`config.mk`:
```
export PLATFORM = sky130hd
export DESIGN_NAME = window_scan_ctrl
export DESIGN_NICKNAME = d
export VERILOG_FILES = /design/src/rtl/window_scan_ctrl.sv
export SDC_FILE = /design/constraint.sdc
export NUM_CORES = 1
export LEC_CHECK = 0
export ABC_CLOCK_PERIOD_IN_PS = 2700
export BUFFER_PORTS_ARGS = -buffer_cell sky130_fd_sc_hd__clkbuf_2
export CORE_AREA = 2 2 95 97
export CTS_CLUSTER_SIZE = 25
export DETAILED_ROUTE_END_ITERATION = 7
export DIE_AREA = 0 0 97 99
export GPL_ROUTABILITY_DRIVEN = 0
export SLEW_MARGIN = 15
export SYNTH_ARGS = -nofsm -noshare
export SYNTH_HDL_FRONTEND = slang
export SYNTH_SLANG_ARGS = --single-unit
```
`constraint.sdc`:
```
create_clock -name clk -period 2.7 [get_ports clk]
set_input_delay 0.54 -clock clk [delete_from_list [all_inputs] [get_ports clk]]
set_output_delay 0.54 -clock clk [all_outputs]
set_load 0.02 [all_outputs]
```
`src/rtl/window_scan_ctrl.sv`:
```
// window_scan_ctrl: steps a FEATURE_WIDTH x FEATURE_HEIGHT window across one
// image frame. It hands each origin to the pixel fetcher and checks the
// EOT-tagged pixel stream against the expected window shape. It then collects
// the classifier verdict and reports the origin of every detected window.
module window_scan_ctrl #(
  parameter int IMG_WIDTH      = 320,
  parameter int IMG_HEIGHT     = 240,
  parameter int FEATURE_WIDTH  = 24,
  parameter int FEATURE_HEIGHT = 24,
  parameter int STEP           = 1,
  parameter int W_X            = $clog2(IMG_WIDTH),
  parameter int W_Y            = $clog2(IMG_HEIGHT)
) (
  input  logic           clk,
  input  logic           rst,
  input  logic           start,
  output logic           busy,
  output logic           done,
  output logic           win_valid,
  input  logic           win_ready,
  output logic [W_X-1:0] win_x,
  output logic [W_Y-1:0] win_y,
  input  logic           px_hs,
  input  logic [1:0]     px_eot,
  input  logic           result_valid,
  output logic           result_ready,
  input  logic           result_detect,
  output logic           det_valid,
  input  logic           det_ready,
  output logic [W_X-1:0] det_x,
  output logic [W_Y-1:0] det_y,
  output logic           err
);

  // Pixel count per window and the column position inside the current row.
  localparam int N   = FEATURE_WIDTH * FEATURE_HEIGHT;
  localparam int W_C = $clog2(N + 1);
  localparam int W_F = $clog2(FEATURE_WIDTH + 1);

  localparam logic [W_C-1:0] CNT_LAST = W_C'(N - 1);
  localparam logic [W_F-1:0] COL_LAST = W_F'(FEATURE_WIDTH - 1);

  // Last legal origins and the stride, one bit wider than the coordinates so
  // that origin + STEP can never wrap before it is compared.
  localparam logic [W_X:0] X_LAST = (W_X + 1)'(IMG_WIDTH - FEATURE_WIDTH);
  localparam logic [W_Y:0] Y_LAST = (W_Y + 1)'(IMG_HEIGHT - FEATURE_HEIGHT);
  localparam logic [W_X:0] X_STEP = (W_X + 1)'(STEP);
  localparam logic [W_Y:0] Y_STEP = (W_Y + 1)'(STEP);

  typedef enum logic [2:0] {
    S_IDLE,
    S_ISSUE,
    S_STREAM,
    S_RESULT,
    S_REPORT,
    S_DONE
  } state_t;

  state_t         state_reg;
  logic [W_C-1:0] cnt_reg;
  logic [W_F-1:0] col_reg;

  logic [W_X:0]   x_inc;
  logic [W_Y:0]   y_inc;
  logic           x_wrap;
  logic           frame_end;
  logic [W_X-1:0] adv_x;
  logic [W_Y-1:0] adv_y;
  logic           adv_req;
  logic           row_end_exp;

  // Next origin in raster order and whether it falls off the bottom of the frame.
  always_comb begin
    x_inc     = {1'b0, win_x} + X_STEP;
    y_inc     = {1'b0, win_y} + Y_STEP;
    x_wrap    = (x_inc > X_LAST);
    frame_end = x_wrap && (y_inc > Y_LAST);
    adv_x     = x_wrap ? '0 : x_inc[W_X-1:0];
    adv_y     = x_wrap ? y_inc[W_Y-1:0] : win_y;
    adv_req   = ((state_reg == S_RESULT) && result_valid && !result_detect) ||
                ((state_reg == S_REPORT) && det_ready);
    row_end_exp = (col_reg == COL_LAST);
  end

  // Scan sequencer: all control outputs are registered here.
  always_ff @(posedge clk) begin
    if (rst) begin
      state_reg    <= S_IDLE;
      cnt_reg      <= '0;
      col_reg      <= '0;
      busy         <= 1'b0;
      done         <= 1'b0;
      win_valid    <= 1'b0;
      win_x        <= '0;
      win_y        <= '0;
      result_ready <= 1'b0;
      det_valid    <= 1'b0;
      det_x        <= '0;
      det_y        <= '0;
      err          <= 1'b0;
    end else begin
      // Pixels arriving while no window is being streamed are a protocol error.
      if (px_hs && (state_reg != S_STREAM)) begin
        err <= 1'b1;
      end

      case (state_reg)
        S_IDLE: begin
          if (start) begin
            win_x     <= '0;
            win_y     <= '0;
            err       <= 1'b0;
            busy      <= 1'b1;
            state_reg <= S_ISSUE;
          end
        end

        // The first ISSUE cycle after start only sets up the origin; after
        // an advance, win_valid is already high on entry.
        S_ISSUE: begin
          if (!win_valid) begin
            win_valid <= 1'b1;
          end else if (win_ready) begin
            win_valid <= 1'b0;
            cnt_reg   <= '0;
            col_reg   <= '0;
            state_reg <= S_STREAM;
          end
        end

        S_STREAM: begin
          if (px_hs) begin
            cnt_reg <= cnt_reg + 1'b1;
            col_reg <= row_end_exp ? '0 : col_reg + 1'b1;
            if (px_eot[0] != row_end_exp) begin
              err <= 1'b1;
            end
            if (px_eot[1]) begin
              if (cnt_reg != CNT_LAST) begin
                err <= 1'b1;
              end
              result_ready <= 1'b1;
              state_reg    <= S_RESULT;
            end else if (cnt_reg == CNT_LAST) begin
              err          <= 1'b1;
              result_ready <= 1'b1;
              state_reg    <= S_RESULT;
            end
          end
        end

        S_RESULT: begin
          if (result_valid) begin
            result_ready <= 1'b0;
            if (result_detect) begin
              det_x     <= win_x;
              det_y     <= win_y;
              det_valid <= 1'b1;
              state_reg <= S_REPORT;
            end
          end
        end

        S_REPORT: begin
          if (det_ready) begin
            det_valid <= 1'b0;
          end
        end

        S_DONE: begin
          done      <= 1'b0;
          state_reg <= S_IDLE;
        end

        default: begin
          state_reg <= S_IDLE;
        end
      endcase

      // Move to the next origin, or close the frame after the last window.
      if (adv_req) begin
        if (frame_end) begin
          done      <= 1'b1;
          busy      <= 1'b0;
          state_reg <= S_DONE;
        end else begin
          win_x     <= adv_x;
          win_y     <= adv_y;
          win_valid <= 1'b1;
          state_reg <= S_ISSUE;
        end
      end
    end
  end

endmodule
```
==> results_dict.tcl, run 1 <==
set metrics [dict create \
    setup_viol 0 \
    use_met2_pct 24.0 \
    synth_most_common_cell "nand2_1" \
    use_met3_pct 3.55 \
    worstPathArrival_ns 2.68 \
    cap_violations 0 \
    synthFlopType "dfxtp_1" \
    synth_top_cell_by_area "dfxtp_1" \
    yosys.cell_types.count 56 \
    wl_per_cell_um 13.5 \
    antenna_found_initial 0 \
    cts_tree "done" \
    hp-start "det_ready" \
    p_switching_uw 611 \
    clock_sinks 58 \
    top_usage_layer "met2" \
    dr.pass1.iters 4 \
    die_y_um 99 \
    p_per_area_mw_per_mm2 579 \
    synth_common_cells "nand2_1, dfxtp_1, a21oi_1" \
    hold_viol_final 0 \
    path_clk_slew_ns 0.07 \
    grt_use_met1_pct 20.0 \
    seq_area_frac_synth_pct 39.3 \
    timing.reg2reg.setup_slack_ns 0.25 \
    syn-mean-instance-area_um2 7.95 \
    ys_ff_latch 58 \
    drive_gt1_share_pct 20.4 \
    maxSlewViolCount 0 \
    track_usage_pct 15.4 \
    routed_wl_um 7170 \
    pwr-share-seq_pct 47.9 \
    whs_path_depth 2 \
    die_area_mm2 0.00960 \
    required_ns 2.93 \
    sw_frac_of_total_pct 30.6 \
    status "finished clean" \
    grt_pass1_vias 2596 \
    cts_hold_buf 0 \
    r2r_end "win_y[0]" \
    grt.overflow.total 0 \
    async_reset_ff_share_pct 0 \
    clk_latency_ns 0.34 \
    synthCells 372 \
    endpoint_kind "flip-flop" \
    ir_worst_vdd_uv 209 \
    setup_tns_ns 0 \
    syn_nets 389 \
    reg2regPathDepth 8 \
    min_period_over_period_pct 90.9 \
    synth_top_area_share_pct 39.3 \
    power_frac_clock_pct 33.9 \
    ctsRootBufferMaster "clkbuf_8" \
    path_class "reg -> reg" \
    htree_levels 3 \
    num_vias 2755 \
    finalCriticalPeriod_ns 2.45 \
    ioPinCount 50 \
    start_kind "flip-flop" \
    n_antenna_cell 0 \
    finClkSkew_ns 0.00987 \
    largest_register_ffs 10 \
    postCtsResizedCells 0 \
    vias_per_cell 5.21 \
    p_comb_share_pct 18.2 \
    die_w_um 97 \
    critPathMaxFanout 9 \
    post_cts_buffers 0 \
    grt_pass1_wl_um 12100 \
    slew_headroom_pct 56.2 \
    dpl.hpwl_um 5150 \
    drc 0 \
    postRouteAntennaNets 0 \
    area_growth_pct 16.7 \
    crit_path_start "win_y[1]" \
    cts_buffer_depth 2 \
    maxClockFrequency_ghz 0.407 \
    rows 34 \
    fin_hold_ws_ns 0.423 \
    layout.nets 435 \
    finish.utilization_pct 40.4 \
    worstMarginPinSlew_ns 0.655 \
    worst_hold_path_type "in -> reg" \
    cts_buffers 9 \
    coreArea_mm2 0.00855 \
    netlist_area_mm2 0.00296 \
    yosys_warnings 0 \
    start_util_pct 34.6 \
    first_iter_violations 77 \
    rsz0062_at_grt "false" \
    grt_max_degree 36 \
    regToRegStartpoint "win_y[1]" \
    portBuffers 49 \
    power.leakage_nw 1.31 \
    synth-edff-count 0 \
    p_int_mw 1.39 \
    hold_end "det_valid" \
    synth_area_leaders "dfxtp_1, nand2_1, a21oi_1" \
]
-- worst max-delay path by stage --
| stage | cells past startpoint | slack (ns) | endpoint |
|---|---|---|---|
| after global routing | 8 | 0.05 | win_y[0] |
| after floorplan | 8 | 0.36 | win_x[1] |
| after CTS | 8 | 0.25 | win_y[0] |
| after detailed placement | 8 | 0.25 | win_y[0] |
| final | 8 | 0.25 | win_y[0] |
| after global placement | 8 | 0.34 | win_y[0] |
-- layer usage --
layer	routed length [um]	vias up
met1	3460	1278
met5	0	-
met3	324	9
met2	3260	61
met4	128	0
li1	-	1407
-- worst max-delay path, stage by stage, from the launching register on --
cell and delay [ns]:
dfxtp_1 0.50, ha_1 0.32, and3_2 0.25, nand2_1 0.06, a221oi_1 0.37, or3_1 0.27
a211o_1 0.17, clkinv_1 0.13, mux2_2 0.27
-- layout make-up --
class                           instances  area, um^2
Sequential cell                        58        1160
Multi-Input combinational cell        282        1650
Clock buffer                           11         141
Tap cell                              108         135
Fill cell                             882        5100
Clock inverter                          3        17.5
Timing Repair Buffer                   57         305
Inverter                               10        37.5
-- logic make-up (layout without fill, tap and decap cells) --
group           after synthesis  count (layout)  synth area share [%]
xor+xnor                     11              11                  3.26
mux                           7               7                  2.41
simple gates                164             164                  27.0
buf+inv                      32              81                  4.82
flops                        58              58                  39.3
fa+ha+maj                     7               7                  2.96
compound gates               93              93                  20.2
-- power by group through the flow --
stage                     clock network (mW)  logic [mW]  registers, mW
after global placement                     0       0.363          0.974
after CTS                              0.703       0.366          0.957
after detailed placement                   0       0.365          0.976
after global routing                   0.736       0.413          0.964
after floorplan                            0       0.268          0.962
final                                  0.677       0.363          0.958
-- through the flow --
stage | cells | worst slack [ns] | power, mW | area [um^2]
floorplan | 372 | 0.360 | 1.23 | 2960
global placement | 515 | 0.342 | 1.34 | 3290
detailed placement | 515 | 0.252 | 1.34 | 3290
CTS | 529 | 0.246 | 2.03 | 3450
global route | 529 | 0.0486 | 2.11 | 3450
finish | 529 | 0.245 | 2.00 | 3450
-- layout by cell type (no fill, tap or decap), types with 2 or more instances in the layout --
cell type / netlist / final
nand2_1: 60 / 60
dfxtp_1: 58 / 58
clkbuf_2: 0 / 49
a21oi_1: 42 / 42
nor2_1: 33 / 33
nand3_1: 21 / 21
o21ai_0: 13 / 13
clkbuf_8: 0 / 10
inv_1: 9 / 9
buf_4: 4 / 8
or3_1: 7 / 7
ha_1: 7 / 7
nand4_1: 6 / 6
nand2b_1: 6 / 6
xnor2_1: 6 / 6
mux2i_1: 6 / 6
xor2_1: 5 / 5
nor3_1: 5 / 5
a22o_1: 4 / 4
and2_1: 4 / 4
a31oi_1: 3 / 3
a21o_1: 3 / 3
and3_1: 3 / 3
nor3b_1: 3 / 3
a211o_1: 3 / 3
a211oi_1: 3 / 3
or4_1: 2 / 2
a311oi_1: 2 / 2
nand4b_1: 2 / 2
and3_2: 2 / 2
o31ai_1: 2 / 2
nand3b_1: 2 / 2
nor3b_2: 2 / 2
nor2b_1: 2 / 2
a21o_2: 2 / 2
a32oi_1: 2 / 2
clkinv_2: 0 / 2
Note: power is estimated with default switching activity, not from simulation.
==> run 2, diff against run 1 <==
--- a/config.mk
+++ b/config.mk
@@ -13,4 +13,5 @@
 export DIE_AREA = 0 0 97 99
 export GPL_ROUTABILITY_DRIVEN = 0
+export REMOVE_ABC_BUFFERS = 1
 export SLEW_MARGIN = 15
 export SYNTH_ARGS = -nofsm -noshare
==> constraint.sdc (replaced) <==
create_clock -name clk -period 2.7 [get_ports clk]
set_input_delay 0.675 -clock clk [delete_from_list [all_inputs] [get_ports clk]]
set_output_delay 0.675 -clock clk [all_outputs]
set_load 0.02 [all_outputs]
==> run 2 against run 1 <==
Against the previous run: first-iteration DRC count rose by 96%; die area unchanged; combinational power about the same; via count shrank 1.5%; hold slack improved by 0.032 ns; sequential power barely moved; count of clock-buffer cells in the layout decreased by 1; sequential cell count stayed put; global-route usage up 0.34 points; cell count shrank 0.38%; largest cell class unchanged; highest routed layer unchanged.
==> results_dict.tcl, run 2 (synthesis gave the netlist of run 1 again) <==
set metrics [dict create \
    status "finished clean" \
    portBuffers 49 \
    grt_pass1_vias 2454 \
    maxSlewViolCount 0 \
    endpoint_kind "flip-flop" \
    sw_frac_of_total_pct 29.0 \
    layout.nets 432 \
    power.leakage_nw 1.31 \
    dpl.hpwl_um 5110 \
    grt_max_degree 37 \
    start_util_pct 34.6 \
    p_per_area_mw_per_mm2 630 \
    finalCriticalPeriod_ns 2.45 \
    cpMaxStageDelayCell "dfxtp_1" \
    post_cts_buffers 0 \
    antenna_found_initial 0 \
    rows 34 \
    cp_slowest_stage_delay_ns 0.50 \
    reg2regPathDepth 8 \
    clock_sinks 58 \
    final_common_cell "nand2_1" \
    cts_tree "done" \
    power_frac_clock_pct 39.7 \
    num_vias 2715 \
    hold_viol_final 0 \
    slew_headroom_pct 55.9 \
    n_antenna_cell 0 \
    worstMarginPinSlew_ns 0.660 \
    layout_common_cells "nand2_1, dfxtp_1, clkbuf_2" \
    coreArea_mm2 0.00855 \
    postRouteAntennaNets 0 \
    vias_per_cell 5.15 \
    cts_buffer_depth 2 \
    clk_latency_ns 0.34 \
    required_ns 2.93 \
    largest_register_ffs 10 \
    cpMostUsedCell "nand2_1" \
    min_period_over_period_pct 90.6 \
    top_layer "met4" \
    worstPathArrival_ns 2.68 \
    wl_per_cell_um 13.6 \
    die_y_um 99 \
    critPathMaxFanout 10 \
    crit_chain "ha_1 > and3_4 > a311oi_1 > a31o_2 > a41o_2 > nand2_1 > nand2_1 > mux2_2" \
    pwr-share-seq_pct 43.7 \
    postCtsResizedCells 0 \
    grt_pass1_wl_um 12200 \
    first_iter_violations 151 \
    ir_worst_vdd_uv 265 \
    drc 0 \
    met2_length_um 3330 \
    cts_hold_buf 0 \
    p_comb_share_pct 16.6 \
    dr.pass1.iters 4 \
    ctsRootBufferMaster "clkbuf_8" \
    cts_buffers 9 \
    maxClockFrequency_ghz 0.409 \
    p_switching_uw 634 \
    ioPinCount 50 \
    finish.utilization_pct 40.7 \
    htree_levels 3 \
    die_area_mm2 0.00960 \
    p_int_mw 1.55 \
    whs_path_depth 2 \
    wl_met3_um 288 \
    setup_tns_ns 0 \
    drive_gt1_share_pct 20.0 \
    fin_hold_ws_ns 0.455 \
    track_usage_pct 15.7 \
    rsz0062_at_grt "false" \
    path_clk_slew_ns 0.07 \
    die_w_um 97 \
    worst_hold_path_type "reg -> reg" \
    start_kind "flip-flop" \
    setup_viol 0 \
    finClkSkew_ns 0.00829 \
    cap_violations 0 \
    grt.overflow.total 0 \
    met1_length_um 3450 \
    routed_wl_um 7170 \
    area_growth_pct 17.6 \
    path_class "reg -> reg" \
]
## run 2: stage by stage
step	power, mW	std cells	setup slack, ns	instance area [um^2]
floorplan	1.21	350	0.361	2850
global placement	1.34	512	0.366	3270
detailed placement	1.34	512	0.270	3270
CTS	2.22	527	0.257	3480
global route	2.32	527	0.0555	3480
finish	2.19	527	0.253	3480
## run 2: path summary, 6_finish.rpt
check             end  slack, ns      from
min          det_x[3]       0.45  det_x[3]
min reg2reg  det_x[3]       0.45  det_x[3]
max          win_y[0]       0.25  win_x[0]
max reg2reg  win_y[0]       0.25  win_x[0]
## run 2: power groups by stage
stage | logic [mW] | clock network, mW | registers (mW)
CTS | 0.366 | 0.900 | 0.955
floorplan | 0.229 | 0 | 0.983
finish | 0.363 | 0.870 | 0.956
global route | 0.410 | 0.948 | 0.965
detailed placement | 0.364 | 0 | 0.975
global placement | 0.365 | 0 | 0.974
## run 2: metal layers
metal / vias to the layer above / global-route usage, %
li1: 1401 / -
met1: 1265 / 20.4
met2: 42 / 24.5
met3: 7 / 5.39
met5: - / 0
met4: 0 / 5.31
## run 2: worst max-delay path: cells and delay by family (launching register included)
family | cells | cell delay [ns]
mux | 1 | 0.29
fa+ha+maj | 1 | 0.36
simple gates | 3 | 0.53
flops | 1 | 0.50
compound gates | 3 | 0.66
## run 2: layout make-up
cell class	count	area, um^2
clock inverter	5	80.1
timing repair buffer	54	283
multi-input combinational	282	1650
tap	108	135
inverter	10	37.5
sequential	58	1160
clock buffer	10	128
fill	879	5070
